===== src/rtl/uart_baud_tick_gen.sv =====
// rtl/uart_baud_tick_gen.sv - programmable UART baud tick generator
// Start/stop handshake, per-run divisor latch, optional half first period, counted auto-stop.
module uart_baud_tick_gen #(
  parameter int CNT_W   = 18,
  parameter int NTICK_W = 4
) (
  input  logic               clk,
  input  logic               rst,
  input  logic               start,
  input  logic               stop,
  input  logic [CNT_W-1:0]   divisor,
  input  logic               half_first,
  input  logic [NTICK_W-1:0] ntick,
  output logic               tick,
  output logic [NTICK_W-1:0] tick_idx,
  output logic               busy,
  output logic               done
);

  typedef enum logic {IDLE, RUN} state_t;

  state_t             state_q, state_d;
  logic [CNT_W-1:0]   cnt_q, cnt_d;
  logic [CNT_W-1:0]   div_q, div_d;
  logic               half_q, half_d;
  logic               first_q, first_d;
  logic [NTICK_W-1:0] ntick_q, ntick_d;
  logic [NTICK_W-1:0] tcnt_q, tcnt_d;
  logic [NTICK_W-1:0] idx_q, idx_d;
  logic               tick_q, tick_d;
  logic               done_q, done_d;
  logic [CNT_W-1:0]   period_m1;
  logic               last_tick;

  // Only the very first period of a run may be halved.
  assign period_m1 = ((first_q && half_q) ? (div_q >> 1) : div_q) - CNT_W'(1);
  assign last_tick = (ntick_q != '0) && (tcnt_q == ntick_q - NTICK_W'(1));

  always_comb begin
    state_d = state_q;
    cnt_d   = cnt_q;
    div_d   = div_q;
    half_d  = half_q;
    first_d = first_q;
    ntick_d = ntick_q;
    tcnt_d  = tcnt_q;
    idx_d   = idx_q;
    tick_d  = 1'b0;
    done_d  = 1'b0;
    case (state_q)
      IDLE: begin
        if (start && !stop) begin
          state_d = RUN;
          div_d   = (divisor < CNT_W'(2)) ? CNT_W'(2) : divisor;
          half_d  = half_first;
          ntick_d = ntick;
          first_d = 1'b1;
          cnt_d   = '0;
          tcnt_d  = '0;
        end
      end
      RUN: begin
        if (stop) begin
          state_d = IDLE;
          cnt_d   = '0;
        end else if (cnt_q == period_m1) begin
          cnt_d   = '0;
          tick_d  = 1'b1;
          idx_d   = tcnt_q;
          tcnt_d  = tcnt_q + NTICK_W'(1);
          first_d = 1'b0;
          if (last_tick) begin
            done_d  = 1'b1;
            state_d = IDLE;
          end
        end else begin
          cnt_d = cnt_q + CNT_W'(1);
        end
      end
      default: state_d = IDLE;
    endcase
  end

  always_ff @(posedge clk) begin
    if (rst) begin
      state_q <= IDLE;
      cnt_q   <= '0;
      div_q   <= '0;
      half_q  <= 1'b0;
      first_q <= 1'b0;
      ntick_q <= '0;
      tcnt_q  <= '0;
      idx_q   <= '0;
      tick_q  <= 1'b0;
      done_q  <= 1'b0;
    end else begin
      state_q <= state_d;
      cnt_q   <= cnt_d;
      div_q   <= div_d;
      half_q  <= half_d;
      first_q <= first_d;
      ntick_q <= ntick_d;
      tcnt_q  <= tcnt_d;
      idx_q   <= idx_d;
      tick_q  <= tick_d;
      done_q  <= done_d;
    end
  end

  assign tick     = tick_q;
  assign tick_idx = idx_q;
  assign done     = done_q;
  assign busy     = (state_q == RUN);

endmodule


===== config.mk =====
export PLATFORM = sky130hd
export DESIGN_NAME = uart_baud_tick_gen
export DESIGN_NICKNAME = d
export VERILOG_FILES = /design/src/rtl/uart_baud_tick_gen.sv
export SDC_FILE = /design/constraint.sdc
export NUM_CORES = 1
export LEC_CHECK = 0
export CAP_MARGIN = 20
export CORE_MARGIN = 8
export CORE_UTILIZATION = 50
export DETAILED_ROUTE_END_ITERATION = 8
export HOLD_SLACK_MARGIN = 0.05
export PLACE_DENSITY_LB_ADDON = 0.15
export REMOVE_ABC_BUFFERS = 1
export SYNTH_ARGS = -nofsm -noshare
export SYNTH_HDL_FRONTEND = slang
export SYNTH_SLANG_ARGS = --single-unit

===== constraint.sdc =====
create_clock -name clk -period 5.35 [get_ports clk]
set_clock_uncertainty 0.05 [all_clocks]
set_input_delay 1.07 -clock clk [delete_from_list [all_inputs] [get_ports clk]]
set_output_delay 1.07 -clock clk [all_outputs]
set_load 0.005 [all_outputs]

==> report_table.html <==
<table>
<tr><th>Metric</th><th>Value</th></tr>
<tr><th colspan="2">Setup path</th></tr>
<tr><td>Arrival time at the worst endpoint</td><td>4.48 ns</td></tr>
<tr><td>Worst path required time</td><td>5.48 ns</td></tr>
<tr><td>Nature of the critical path startpoint</td><td>flip-flop</td></tr>
<tr><td>Stage delay of the slowest cell on the critical path</td><td>0.66 ns</td></tr>
<tr><td>Worst-path fanout max</td><td>33</td></tr>
<tr><td>Kind of critical path</td><td>reg2reg</td></tr>
<tr><td>Worst-path cell with the longest stage delay</td><td>sky130_fd_sc_hd__a2111oi_0</td></tr>
<tr><td>Critical Path, Cell by Cell</td><td>and2_1 &gt; buf_4 &gt; mux2i_1 &gt; ha_1 &gt; or3b_2 &gt; o41ai_1 &gt; mux2i_1 &gt; a2111oi_0 &gt; nand4_2 &gt; buf_4 &gt; o21ai_0 &gt; a21oi_1</td></tr>
<tr><td>Element type at the critical path end</td><td>flip-flop</td></tr>
<tr><td>Slack of the worst reg-to-reg path</td><td>1.0 ns</td></tr>
<tr><th colspan="2">Clocking</th></tr>
<tr><td>Max Root-Sink Buffers</td><td>2</td></tr>
<tr><td>Number of buffers inserted by post-CTS setup repair</td><td>0</td></tr>
<tr><td>CTS tree</td><td>built</td></tr>
<tr><td>Number of hold buffers added after cts</td><td>0</td></tr>
<tr><td>Number of sinks handled by clock tree synthesis</td><td>53</td></tr>
<tr><td>Cell chosen for the clock root</td><td>sky130_fd_sc_hd__clkbuf_8</td></tr>
<tr><td>Clock transition at the registers of the reported paths</td><td>0.10 ns</td></tr>
<tr><td>Resize count post-CTS</td><td>0</td></tr>
<tr><td>Clock latency at the later pin of the worst-skew pair</td><td>a little over 0.3 ns</td></tr>
<tr><td>Number of clock buffers inserted by TritonCTS</td><td>5</td></tr>
<tr><td>Htree depth</td><td>2</td></tr>
<tr><th colspan="2">Placement</th></tr>
<tr><td>Count of input and output buffers</td><td>33</td></tr>
<tr><td>Final weighted congestion in routability-driven placement</td><td>0.958</td></tr>
<tr><td>Hpwl dp</td><td>7260 um</td></tr>
<tr><th colspan="2">Timing</th></tr>
<tr><td>Transition at the pin with the smallest max-transition slack</td><td>0.925 ns</td></tr>
<tr><td>Unrepaired setup endpoints after global routing</td><td>false</td></tr>
<tr><td>Hold Violations, Final</td><td>0</td></tr>
<tr><td>Slew headroom</td><td>0.381</td></tr>
<tr><td>Portion of the clock cycle consumed by the worst path in the final layout</td><td>0.814</td></tr>
<tr><td>Setup-violating endpoint count in the final report</td><td>0</td></tr>
<tr><td>Clock period minus worst slack</td><td>4.35 ns</td></tr>
<tr><td>Pins Over Slew Limit</td><td>0</td></tr>
<tr><td>Upper clock frequency limit</td><td>approximately 230 MHz</td></tr>
<tr><td>Total negative slack</td><td>0 ns</td></tr>
<tr><th colspan="2">Drt</th></tr>
<tr><td>Final antenna-violating net count</td><td>0</td></tr>
<tr><td>Number of design rule violations left after detail routing</td><td>0</td></tr>
<tr><td>Initial drt markers</td><td>253</td></tr>
<tr><td>Via count</td><td>3552</td></tr>
<tr><td>Total wire length after detailed routing</td><td>between 9000 and 10000 um</td></tr>
<tr><td>Routed length per instance</td><td>roughly 18 um</td></tr>
<tr><td>Post-DR vias/cell</td><td>6.28</td></tr>
<tr><td>Pre-Repair DR Iteration Count</td><td>5</td></tr>
<tr><th colspan="2">GRT</th></tr>
<tr><td>Global-route wire length before repair</td><td>roughly 17000 um</td></tr>
<tr><td>Global routing usage summed across all routing layers</td><td>0.202</td></tr>
<tr><td>Vias in the first global route</td><td>3239</td></tr>
<tr><td>Initial antenna violation count</td><td>0</td></tr>
<tr><td>Largest net degree at the start of global routing</td><td>44</td></tr>
<tr><td>Final global-route overflow total</td><td>0</td></tr>
<tr><th colspan="2">Floorplan</th></tr>
<tr><td>DIE AREA</td><td>10100 um2</td></tr>
<tr><td>Standard-cell rows</td><td>30</td></tr>
<tr><td>Vertical extent of the die</td><td>100 um</td></tr>
<tr><td>Placeable core region</td><td>~7000 um2</td></tr>
<tr><td>Boundary Pins</td><td>34</td></tr>
<tr><td>Horizontal die dimension</td><td>100 um</td></tr>
<tr><td>Starting density of the core</td><td>0.520</td></tr>
<tr><th colspan="2">Yosys</th></tr>
<tr><td>Dominant combinational cell family by area after synthesis</td><td>simple AND/OR/NAND/NOR gates</td></tr>
<tr><td>Most used flip-flop cell after synthesis</td><td>sky130_fd_sc_hd__dfxtp_1</td></tr>
<tr><td>Mux contribution to synthesized area</td><td>0.0113</td></tr>
<tr><td>Synth async-reset ratio</td><td>0</td></tr>
<tr><td>Netlist cell types</td><td>63</td></tr>
<tr><td>Area of the mapped netlist</td><td>3550 um2</td></tr>
<tr><td>XOR/XNOR Fraction of Synth Area</td><td>0.0469</td></tr>
<tr><td>Adder and majority gate portion of the synthesized area</td><td>0.0176</td></tr>
<tr><td>Number of synthesized flops with an enable pin</td><td>0</td></tr>
<tr><td>#FFs+latches synth</td><td>53</td></tr>
<tr><td>Per-instance average area after synthesis</td><td>7.69 um2</td></tr>
<tr><td>Compound-cell area share of the yosys netlist</td><td>0.264</td></tr>
<tr><td>Area share of and/or/nand/nor cells after synthesis</td><td>0.305</td></tr>
<tr><td>Number of instances in the synthesized netlist</td><td>462</td></tr>
<tr><td>Number of synthesis warnings</td><td>0</td></tr>
<tr><td>Fraction of the yosys area taken by sequential cells</td><td>0.299</td></tr>
<tr><th colspan="2">Worst hold path</th></tr>
<tr><td>Hold crit path type</td><td>reg2reg</td></tr>
<tr><th colspan="2">Outcome</th></tr>
<tr><td>Status</td><td>completed</td></tr>
<tr><th colspan="2">Layout</th></tr>
<tr><td>Number of nets in the finished design</td><td>502</td></tr>
<tr><td>Synth-to-layout area growth</td><td>12.6%</td></tr>
<tr><td>Fraction of final layout cells with drive strength greater than 1</td><td>0.0468</td></tr>
<tr><td>Antenna cells</td><td>0</td></tr>
<tr><th colspan="2">Pwr</th></tr>
<tr><td>Leakage power</td><td>between 1 and 1.5 nW</td></tr>
<tr><td>Max VDD drop</td><td>0.118 mV</td></tr>
<tr><td>Areal power density over the cells</td><td>around 220 nW/um2</td></tr>
<tr><td>Post-layout total power</td><td>0.860 mW</td></tr>
<tr><th colspan="2">Flow run</th></tr>
<tr><td>Max Cap Violations</td><td>0</td></tr>
</table>
worst max-delay path, delay by kind of cell, from the launching register on:
kind                       cells  cell delay [ns]
and+or+nand+nor                3             1.08
DFF                            1             0.59
buffers and inverters          2             0.58
muxes                          2             0.33
AOI/OAI and AO/OA              4             1.32
adders and majority gates      1             0.24
sequential cells by signal, indices dropped and copies added, names as in the netlist, 4 cells and up:
signal and cells:
cnt_q 18, tick_idx 4, div_q 18, ntick_q 4, tcnt_q 4
where the power goes:
| part | switching, mW | internal, mW | total (mW) |
|---|---|---|---|
| combinational | 0.0888 | 0.0755 | 0.164 |
| sequential | 0.0186 | 0.404 | 0.422 |
| clock | 0.137 | 0.136 | 0.273 |
through the flow:
step | std cells | hold slack [ns] | cell area [um2] | setup WS [ns] | util
2_1_floorplan | 423 | 0.393 | 3390 | 0.557 | -
3_3_place_gp | 558 | 0.417 | 3880 | 1.21 | 0.568
3_5_place_dp | 559 | 0.424 | 3890 | 1.07 | 0.570
4_1_cts | 566 | 0.445 | 4000 | 1.05 | 0.585
5_1_grt | 566 | 0.457 | 4000 | 0.681 | 0.585
6_report | 566 | 0.435 | 4000 | 0.997 | 0.585
cell families (layout without fill, tap and decap cells):
family,Yosys count,count (layout)
flip-flops,53,53
XOR/XNOR,19,19
buffers and inverters,48,56
multiplexers,4,4
AO/OA/AOI/OAI,136,136
adder cells (fa/ha/maj),5,5
AND/OR/NAND/NOR,197,197
cells in the final DEF (no fill, tap or decap), types with 3 or more instances in the layout:
cell	count
sky130_fd_sc_hd__and3_1	16
sky130_fd_sc_hd__ha_1	5
sky130_fd_sc_hd__inv_1	9
sky130_fd_sc_hd__a21boi_0	10
sky130_fd_sc_hd__xor2_1	7
sky130_fd_sc_hd__nor3_1	18
sky130_fd_sc_hd__dfxtp_1	53
sky130_fd_sc_hd__nand4_1	4
sky130_fd_sc_hd__o21ai_0	23
sky130_fd_sc_hd__or4_1	8
sky130_fd_sc_hd__clkdlybuf4s50_1	33
sky130_fd_sc_hd__or3_1	5
sky130_fd_sc_hd__nor2b_1	6
sky130_fd_sc_hd__a31oi_1	26
sky130_fd_sc_hd__a21oi_1	23
sky130_fd_sc_hd__a22oi_1	3
sky130_fd_sc_hd__nand2b_1	6
sky130_fd_sc_hd__a21bo_2	3
sky130_fd_sc_hd__nor3b_1	4
sky130_fd_sc_hd__nand3_1	18
sky130_fd_sc_hd__xnor2_1	12
sky130_fd_sc_hd__mux2i_1	4
sky130_fd_sc_hd__buf_4	6
sky130_fd_sc_hd__nor4b_1	4
sky130_fd_sc_hd__o21ai_1	5
sky130_fd_sc_hd__clkbuf_8	5
sky130_fd_sc_hd__o21a_1	3
sky130_fd_sc_hd__nand2_1	49
sky130_fd_sc_hd__nand3b_1	12
sky130_fd_sc_hd__o211ai_1	4
sky130_fd_sc_hd__a22o_1	7
sky130_fd_sc_hd__a221oi_1	3
sky130_fd_sc_hd__a32o_1	3
sky130_fd_sc_hd__and2_1	3
sky130_fd_sc_hd__a2111o_1	3
sky130_fd_sc_hd__nor4_1	16
sky130_fd_sc_hd__nor2_1	19
area by class of cell:
class / count / area [um2]
timing repair buffer: 40 / 387
inverter: 9 / 33.8
clock inverter: 2 / 35.0
multi-input combinational: 361 / 2290
clock buffer: 5 / 68.8
sequential: 53 / 1060
tap: 96 / 120
fill: 671 / 2830
path summary, 6_finish.rpt:
path                                         startpoint                       to  cells past startpoint
worst min register to register  ntick_q[1]$_SDFFE_PP0P_  ntick_q[1]$_SDFFE_PP0P_                      2
worst min-delay path            ntick_q[1]$_SDFFE_PP0P_  ntick_q[1]$_SDFFE_PP0P_                      2
worst max-delay path                half_q$_SDFFE_PP0P_     first_q$_SDFFE_PP0P_                     12
worst max register to register      half_q$_SDFFE_PP0P_     first_q$_SDFFE_PP0P_                     12
cell usage after synthesis (all sizes together), types with 4 or more instances:
cell type | count | share of area
or3 | 5 | 0.0088
mux2i | 4 | 0.011
nor3b | 4 | 0.0085
inv | 9 | 0.0095
xnor2 | 12 | 0.030
and3 | 16 | 0.028
o21ai | 28 | 0.039
nor4b | 4 | 0.0099
a22o | 7 | 0.017
a31oi | 26 | 0.046
or4 | 8 | 0.017
xor2 | 7 | 0.017
a21oi | 23 | 0.032
nor4 | 16 | 0.028
nor2b | 6 | 0.011
nor2 | 19 | 0.020
o211ai | 4 | 0.0085
nand4 | 5 | 0.011
nand3 | 18 | 0.025
buf | 10 | 0.015
clkbuf | 29 | 0.031
dfxtp | 53 | 0.30
nand2b | 6 | 0.011
a21boi | 11 | 0.023
nor3 | 18 | 0.025
nand2 | 49 | 0.052
ha | 5 | 0.018
nand3b | 12 | 0.025
metal layers:
metal | routed length, um | track usage
met4 | 180 | 0.0674
met5 | 0 | 0
met2 | 4590 | 0.313
met3 | 500 | 0.0304
met1 | 4700 | 0.276
Power figures use the tool's default switching activity.
